[src/rtl/fp_div_pkg.sv]
// Shared widths, constants, special-case classes and pipeline record for the binary32 divider.
// The div_by_zero field exists only when FP_DIV_FLAGS_EN is defined.
package fp_div_pkg;

    localparam int EXP_W      = 8;
    localparam int FRAC_W     = 23;
    localparam int BIAS       = 127;
    localparam int LATENCY    = 28;
    localparam int DIV_STAGES = 26;
    localparam int REM_W      = FRAC_W + 2;
    localparam int Q_W        = DIV_STAGES;

    localparam logic [31:0] QNAN = 32'h7FC0_0000;

    // ZERO is encoded as 0 so that a cleared pipeline register emits +0.
    typedef enum logic [1:0] {
        CLS_ZERO   = 2'd0,
        CLS_NORMAL = 2'd1,
        CLS_INF    = 2'd2,
        CLS_QNAN   = 2'd3
    } fp_class_t;

    typedef struct packed {
        logic                    sign;
        logic signed [EXP_W+1:0] exponent;
        logic [REM_W-1:0]        divisor;
        logic [REM_W-1:0]        remainder;
        logic [Q_W-1:0]          quotient;
        fp_class_t               cls;
`ifdef FP_DIV_FLAGS_EN
        logic                    div_by_zero;
`endif
    } div_stage_t;

    // Subnormal operands (exponent field 0) are flushed to zero here.
    function automatic fp_class_t classify(input logic [31:0] a, input logic [31:0] b);
        logic a_zero, b_zero, a_max, b_max, a_nan, b_nan, a_inf, b_inf;
        a_zero = (a[EXP_W+FRAC_W-1:FRAC_W] == '0);
        b_zero = (b[EXP_W+FRAC_W-1:FRAC_W] == '0);
        a_max  = (&a[EXP_W+FRAC_W-1:FRAC_W]);
        b_max  = (&b[EXP_W+FRAC_W-1:FRAC_W]);
        a_nan  = a_max && (a[FRAC_W-1:0] != '0);
        b_nan  = b_max && (b[FRAC_W-1:0] != '0);
        a_inf  = a_max && (a[FRAC_W-1:0] == '0);
        b_inf  = b_max && (b[FRAC_W-1:0] == '0);
        if (a_nan || b_nan || (a_zero && b_zero) || (a_inf && b_inf))
            return CLS_QNAN;
        else if (a_inf || b_zero)
            return CLS_INF;
        else if (a_zero || b_inf)
            return CLS_ZERO;
        else
            return CLS_NORMAL;
    endfunction

`ifdef FP_DIV_FLAGS_EN
    function automatic logic is_div_by_zero(input logic [31:0] a, input logic [31:0] b);
        return (b[EXP_W+FRAC_W-1:FRAC_W] == '0) &&
               (a[EXP_W+FRAC_W-1:FRAC_W] != '0) &&
               !(&a[EXP_W+FRAC_W-1:FRAC_W]);
    endfunction
`endif

endpackage

[src/rtl/fp_div_stage.sv]
// One restoring-division iteration: shift the remainder, trial-subtract the divisor,
// and drop the resulting quotient bit into position BIT.
module fp_div_stage
    import fp_div_pkg::*;
#(
    parameter int BIT = Q_W - 1
) (
    input  logic [REM_W-1:0] divisor,
    input  logic [REM_W-1:0] rem_in,
    input  logic [Q_W-1:0]   quo_in,
    output logic [REM_W-1:0] rem_out,
    output logic [Q_W-1:0]   quo_out
);

    logic [REM_W:0] shifted;
    logic           take;

    // The remainder always stays below the divisor, so the shifted value fits one extra bit.
    always_comb begin
        shifted      = {rem_in, 1'b0};
        take         = (shifted >= {1'b0, divisor});
        rem_out      = take ? REM_W'(shifted - {1'b0, divisor}) : shifted[REM_W-1:0];
        quo_out      = quo_in;
        quo_out[BIT] = take;
    end

endmodule

[src/rtl/floating_division.sv]
// Fully pipelined binary32 divider, 28-clock latency, one operation per clock.
// Define FP_DIV_FLAGS_EN to add the flags port {invalid, div_by_zero, overflow, underflow}.
module floating_division
    import fp_div_pkg::*;
(
    input  logic        Clk,
    input  logic        Rst,
    input  logic [31:0] input_a,
    input  logic [31:0] input_b,
`ifdef FP_DIV_FLAGS_EN
    output logic [3:0]  flags,
`endif
    output logic [31:0] result
);

    div_stage_t       unpacked;
    div_stage_t       pipe [0:DIV_STAGES];
    logic [REM_W-1:0] rem_next [1:DIV_STAGES];
    logic [Q_W-1:0]   quo_next [1:DIV_STAGES];

    // The divisor is held pre-doubled so the first iteration yields the integer quotient bit.
    always_comb begin
        unpacked           = '0;
        unpacked.sign      = input_a[31] ^ input_b[31];
        unpacked.exponent  = 10'(input_a[30:23]) - 10'(input_b[30:23]) + 10'(BIAS);
        unpacked.divisor   = {1'b1, input_b[FRAC_W-1:0], 1'b0};
        unpacked.remainder = {2'b01, input_a[FRAC_W-1:0]};
        unpacked.cls       = classify(input_a, input_b);
`ifdef FP_DIV_FLAGS_EN
        unpacked.div_by_zero = is_div_by_zero(input_a, input_b);
`endif
    end

    for (genvar k = 1; k <= DIV_STAGES; k++) begin : g_div
        fp_div_stage #(.BIT(Q_W - k)) u_stage (
            .divisor (pipe[k-1].divisor),
            .rem_in  (pipe[k-1].remainder),
            .quo_in  (pipe[k-1].quotient),
            .rem_out (rem_next[k]),
            .quo_out (quo_next[k])
        );
    end

    always_ff @(posedge Clk) begin
        if (Rst) begin
            for (int k = 0; k <= DIV_STAGES; k++) pipe[k] <= '0;
        end else begin
            pipe[0] <= unpacked;
            for (int k = 1; k <= DIV_STAGES; k++) begin
                pipe[k]           <= pipe[k-1];
                pipe[k].remainder <= rem_next[k];
                pipe[k].quotient  <= quo_next[k];
            end
        end
    end

    logic [Q_W-1:0]          q;
    logic [FRAC_W-1:0]       frac;
    logic                    guard, sticky, round_up, ovf, unf;
    logic [FRAC_W:0]         frac_sum;
    logic signed [EXP_W+1:0] exp_adj, exp_fin;
    logic [31:0]             norm_value;
    logic [31:0]             norm_result;

    // Normalize to 1.f, round to nearest even, then resolve specials and range limits.
    always_comb begin
        q = pipe[DIV_STAGES].quotient;
        if (q[Q_W-1]) begin
            frac    = q[Q_W-2:2];
            guard   = q[1];
            sticky  = q[0] | (|pipe[DIV_STAGES].remainder);
            exp_adj = pipe[DIV_STAGES].exponent;
        end else begin
            frac    = q[Q_W-3:1];
            guard   = q[0];
            sticky  = |pipe[DIV_STAGES].remainder;
            exp_adj = pipe[DIV_STAGES].exponent - 10'sd1;
        end
        round_up = guard & (sticky | frac[0]);
        frac_sum = {1'b0, frac} + 24'(round_up);
        exp_fin  = exp_adj + 10'(frac_sum[FRAC_W]);
        ovf      = (exp_fin >= 10'sd255);
        unf      = (exp_fin <= 10'sd0);
        case (pipe[DIV_STAGES].cls)
            CLS_QNAN: norm_value = QNAN;
            CLS_INF:  norm_value = {pipe[DIV_STAGES].sign, 8'hFF, 23'h0};
            CLS_ZERO: norm_value = {pipe[DIV_STAGES].sign, 31'h0};
            default: begin
                if (ovf)
                    norm_value = {pipe[DIV_STAGES].sign, 8'hFF, 23'h0};
                else if (unf)
                    norm_value = {pipe[DIV_STAGES].sign, 31'h0};
                else
                    norm_value = {pipe[DIV_STAGES].sign, exp_fin[EXP_W-1:0], frac_sum[FRAC_W-1:0]};
            end
        endcase
    end

    always_ff @(posedge Clk) begin
        if (Rst) begin
            norm_result <= '0;
            result      <= '0;
        end else begin
            norm_result <= norm_value;
            result      <= norm_result;
        end
    end

`ifdef FP_DIV_FLAGS_EN
    logic [3:0] norm_flags;

    always_ff @(posedge Clk) begin
        if (Rst) begin
            norm_flags <= '0;
            flags      <= '0;
        end else begin
            norm_flags <= {pipe[DIV_STAGES].cls == CLS_QNAN,
                           pipe[DIV_STAGES].div_by_zero,
                           (pipe[DIV_STAGES].cls == CLS_NORMAL) && ovf,
                           (pipe[DIV_STAGES].cls == CLS_NORMAL) && unf};
            flags      <= norm_flags;
        end
    end
`endif

endmodule

[config.mk]
export PLATFORM = sky130hd
export DESIGN_NAME = floating_division
export DESIGN_NICKNAME = d
export VERILOG_FILES = /design/src/rtl/fp_div_pkg.sv /design/src/rtl/fp_div_stage.sv /design/src/rtl/floating_division.sv
export SDC_FILE = /design/constraint.sdc
export NUM_CORES = 2
export LEC_CHECK = 0
export CORE_MARGIN = 3
export CORE_UTILIZATION = 61
export DETAILED_ROUTE_END_ITERATION = 10
export GPL_TIMING_DRIVEN = 0
export PLACE_DENSITY = 0.77
export SLEW_MARGIN = 20
export SYNTH_ARGS = -nofsm -noshare
export SYNTH_HDL_FRONTEND = slang
export SYNTH_HIERARCHICAL = 1
export SYNTH_SLANG_ARGS = --single-unit
[constraint.sdc]
create_clock -name Clk -period 5.87 [get_ports Clk]
set_input_delay 0.587 -clock Clk [delete_from_list [all_inputs] [get_ports Clk]]
set_output_delay 0.587 -clock Clk [all_outputs]
set_load 0.01 [all_outputs]
Word level (Yosys, flattened, before mapping)
Memories as Yosys holds them, arrays and structs flattened.
Cells that the tools add are included.
{"block": "classes", "n_addsub": 31, "mul": 0, "div": 0, "magnitude_cmp": 28, "eq_ne": 2, "shift": 0, "mux": 118, "bitwise": 83, "reduce_logical": 21}
{"op": "2-to-1 mux 89 bit", "count": 27}
{"op": "2-to-1 mux 25 bit", "count": 52}
{"op": ">= comparator 26 x 25 -> 1 bit", "count": 26}
{"op": "2-to-1 mux 26 bit", "count": 26}
{"op": "subtractor 25 bit", "count": 26}
{"op": "one-hot mux 32 bit (3 select lines)", "count": 1}
{"op": "bitwise OR 1 bit", "count": 81}
{"op": "2-to-1 mux 31 bit", "count": 2}
{"op": "zero test 23 bit", "count": 2}
{"op": "nonzero test 23 bit", "count": 2}
{"op": "OR reduction 25 bit", "count": 1}
{"op": "adder 23 x 1 -> 24 bit", "count": 1}
{"op": "2-to-1 mux 23 bit", "count": 1}
{"op": "zero test 8 bit", "count": 2}
{"op": "AND reduction 8 bit", "count": 2}
{"op": "adder 10 x 1 -> 10 bit", "count": 1}
{"op": "adder 9 x 8 -> 10 bit, second input constant", "count": 1}
{"op": ">= comparator 10 x 9 -> 1 bit, second input constant", "count": 1}
{"op": "<= comparator 10 x 1 -> 1 bit, second input constant", "count": 1}
{"op": "2-to-1 mux 10 bit", "count": 1}
{"op": "subtractor 10 x 2 -> 10 bit, second input constant", "count": 1}
{"op": "subtractor 8 x 8 -> 9 bit", "count": 1}
{"op": "logical AND 1 bit", "count": 6}
{"op": "2-to-1 mux 1 bit", "count": 6}
{"op": "6 further kinds", "count": 12}
{"block": "totals", "regBits": 64, "latch_bits": 0, "mem_bits_rw": 2403, "rom_bits": 0, "in_bits": 66, "out_inout_bits": 32, "word_cells": 286, "n_memories": 1}
{"name": "pipe", "words": 27, "word_bits": 89, "read_ports": 27, "rd_clocked_by_memory_dff": 0, "wr": 27, "line_no": "floating_division.sv:17", "rtl": "div_stage_t pipe [0:DIV_STAGES];"}

Logic depth before layout (Yosys ltp)
An unclocked memory read counts as a cell.
{"block": "logic_depth", "word_depth": 12, "mapped_depth": 19, "mapped_depth_nobuf": 15}

Modules after synthesis
Netlist, hierarchy kept.
{"module": "floating_division", "n_inst": 1, "cells_each": 5384, "area_per_inst_um2": 65989.5, "seq_area_each_um2": 47805.8}
{"module": "fp_div_stage", "n_inst": 26, "cells_each": 309, "area_per_inst_um2": 2179.6, "seq_area_each_um2": 0.0}

Worst setup path after synthesis
OpenSTA, ideal clock, no wires.
{"block": "synth_timing", "path_type": "register to register", "startpoint": "mem pipe[26][27] in the netlist's numbering", "endpoint": "reg norm_result[0]", "setup_ns": 0.079, "t_arrival_ns": 4.808, "required_time_ns": 5.791, "slack_ns": 0.983, "stages_incl_launch_ff": 19, "n_path_buf": 3, "period_less_slack_ns": 4.887, "path_cell_list": "dfxtp_1 > buf_2 > buf_2 > nand2_1 > a211o_1 > nor4_1 > nand3_1 > nor4_1 > ha_1 > ha_1 > nand2_1 > mux2_2 > a2111oi_4 > mux2i_1 > xor2_1 > a21o_1 > or4_4 > buf_6 > a211oi_2"}
{"item": "from (decl)", "line_no": "floating_division.sv:17"}
{"item": "to (signal assigned)", "line_no": "floating_division.sv:104", "rtl": "norm_result <= norm_value;"}
{"item": "to (decl)", "line_no": "floating_division.sv:63", "rtl": "logic [31:0] norm_result;"}

==> run_results.csv <==
group,metric,value,unit
power_and_ir_drop,p_leak,51.8,nW
cts,cts_root_buf,"clkbuf_16",
sta,relSlewSlack,18.1,%
drt,vias_per_cell,5.82,
cts,tritoncts,"built",
power_and_ir_drop,peakVddDrop,0.361,mV
floorplan,die_y,434,um
cts,htree_levels,4,
global_routing,antenna_found_initial,13,
finish,fin_nets,13573,
drt,first_pass_iters,6,
worst_setup_path,r2r-start,"pipe[26][2]",
place,hpwl,254000,um
sta,holdWs,0.295,ns
power_and_ir_drop,p_seq_share,23.3,%
power_and_ir_drop,power_density,593,mW/mm^2
power_and_ir_drop,internal_power,43.2,mW
sta,finalSetupViolations,0,
power_and_ir_drop,power_frac_clock,18.8,%
global_routing,grtUsageTotal,32.9,%
synth,syn_area,0.112,mm^2
drt,drt-total-wl,319000,um
sta,setup_ws,0.236,ns
cts,cts_buffers,206,
drt,avgRoutedWirePerCell,20.8,um
synth,yosys_warnings,6,
global_routing,grt_pass1_wl,486000,um
global_routing,grt_max_degree,19,
cts,insertion_delay,0.88,ns
worst_setup_path,crit_fanout,10,
worst_setup_path,crit-reg2reg-capture,"norm_result[9]",
finish,nFillCells,14703,
sta,finClkSkew,0.0610,ns
finish,regArea,0.0413,mm^2
worst_setup_path,critPathRequiredTime,6.55,ns
floorplan,io_pins,98,
worst_setup_path,r2r_setup_slack,0.24,ns
worst_setup_path,cp.arrival,6.32,ns
floorplan,initial_core_util,61.6,%
place,post-place-ws,-0.671,ns
power_and_ir_drop,swShare,41.0,%
sta,worst_pin_slew,1.22,ns
synth,syn_inst,12430,
floorplan,num_rows,156,
drt,drtIter0Drc,7164,
hold_path,hold_start,"input_b[18]",
floorplan,die_area,0.188,mm^2
cts,clkSlewWorstSetupHoldPaths,0.07,ns
finish,layout-drive-gt1-share,13.0,%
hold_path,holdPathStages,2,
finish,synthToLayoutAreaGrowth,10.5,%
cts,cts_hold_repair.buffers,0,
run_status,outcome,"finished, final reports clean",
power_and_ir_drop,p_total,73.1,mW
synth,syn_avg_cell_area,8.98,um^2
global_routing,grt.overflow.total,0,
place,gp_congestion,0.998,
place,portBuffers,96,
global_routing,grt_pass1_vias,86452,
finish,final_core_util,68.0,%
sta,drv_slew,0,
sta,rsz0062_at_grt,"false",
sta,min_period_over_period,96.0,%
worst_setup_path,worstSetupStartpointType,"flip-flop",
flow_run,max_cap_viol_count,0,
worst_setup_path,endpoint_kind,"flip-flop",
worst_setup_path,reg2reg_depth,16,
drt,route.detailed.drc,0,
floorplan,coreArea,0.181,mm^2
sta,period_needed,5.63,ns
worst_setup_path,critPathKind,"reg2reg",
power_and_ir_drop,switching_power,30.0,mW
sta,hold_violations,0,
finish,multi_input_area,0.0608,mm^2
cts,clock-sinks,2063,
hold_path,holdPathEnd,"pipe[0][72]",
cts,clock_path_buffers,3,
hold_path,hp-class,"in2reg",
sta,clock.fmax,177,MHz
drt,vias,89489,
floorplan,die_w,434,um
power_and_ir_drop,pwr-share-comb,57.9,%
drt,route.antenna.remaining_nets,0,
==> cells in the final DEF, fill, tap and decap left out, drive strengths merged, types with 84 or more instances in the layout <==
cell              n
a21o            107
clkdlybuf4s50    96
inv             924
clkbuf          602
nor3            172
nand3           124
dfxtp          2063
mux2            368
nor2b          2053
a21oi           567
ha              663
xor2            204
o21ai           617
and3b           105
nand2           733
o211ai          209
a211oi          168
nor2            457
a31oi            84
o21a            236
nand4           219
a21boi          106
xnor2           214
buf             649
o31ai           157
==> worst max path at each step <==
stage / from / cells past startpoint / endpoint
2_1_floorplan: pipe[26][27] / 18 / norm_result[0]
3_3_place_gp: pipe[26][27] / 17 / norm_result[16]
3_5_place_dp: pipe[26][27] / 17 / norm_result[16]
4_1_cts: pipe[26][27] / 18 / norm_result[9]
5_1_grt: pipe[26][27] / 18 / norm_result[9]
6_report: pipe[26][2] / 16 / norm_result[9]
==> critical path, stage by stage (launching register included) <==
cell and delay [ns]:
dfxtp_1 0.79, nand2b_1 0.25, a211o_1 0.36, nor4_4 0.41, nand3_2 0.16, nor4_2 0.31, ha_1 0.25, ha_1 0.21
nand2_1 0.07, mux2_2 0.30, a2111oi_4 0.41, mux2i_1 0.26, xor2_1 0.29, nor4_1 0.14, or4_4 0.55, buf_6 0.20
a211oi_4 0.49
==> stage by stage <==
stage / area, um^2 / TNS [ns] / std cells
after floorplan: 112000 / 0 / 12509
after global placement: 116000 / -15.18 / 14975
after detailed placement: 116000 / -6.15 / 14977
after CTS: 123000 / 0 / 15354
after global routing: 123000 / 0 / 15357
final: 123000 / 0 / 15364
==> power by group through the flow <==
stage	logic [mW]	registers [mW]	clock network, mW
detailed placement	41.0	17.3	0
floorplan	32.1	16.7	0
finish	42.3	17.1	13.7
global placement	40.5	17.3	0
CTS	41.4	17.0	14.0
global route	45.6	17.2	14.5
==> flip-flops by register name, summed over array words and instances (netlist names) <==
signal and flops:
norm_result 32, result 32, pipe 1999
==> metal layers <==
layer	routed length, um	vias up	track usage (%)
met5	23	-	0
met4	10400	4	10.4
met3	25500	581	6.22
met2	138000	3251	51.2
met1	145000	42538	45.9
li1	-	43115	-
==> cell type report <==
type,instances,share of cell area [%]
Multi-Input combinational cell,8558,49.3
Sequential cell,2063,33.5
Inverter,910,2.93
Timing Repair Buffer,100,0.830
Antenna cell,8,0.0162
Tap cell,2370,2.40
Clock buffer,269,4.66
Clock inverter,108,1.23
Buffer,978,5.17
==> what timing repair did <==
item	in CTS	in global routing
gates resized for setup	13	11
buffers inserted	0	2
endpoints found under the setup margin	24	25
pin swaps	1	2
endpoints found under the hold margin	0	0
No activity file was read; power rests on OpenSTA's default activity.
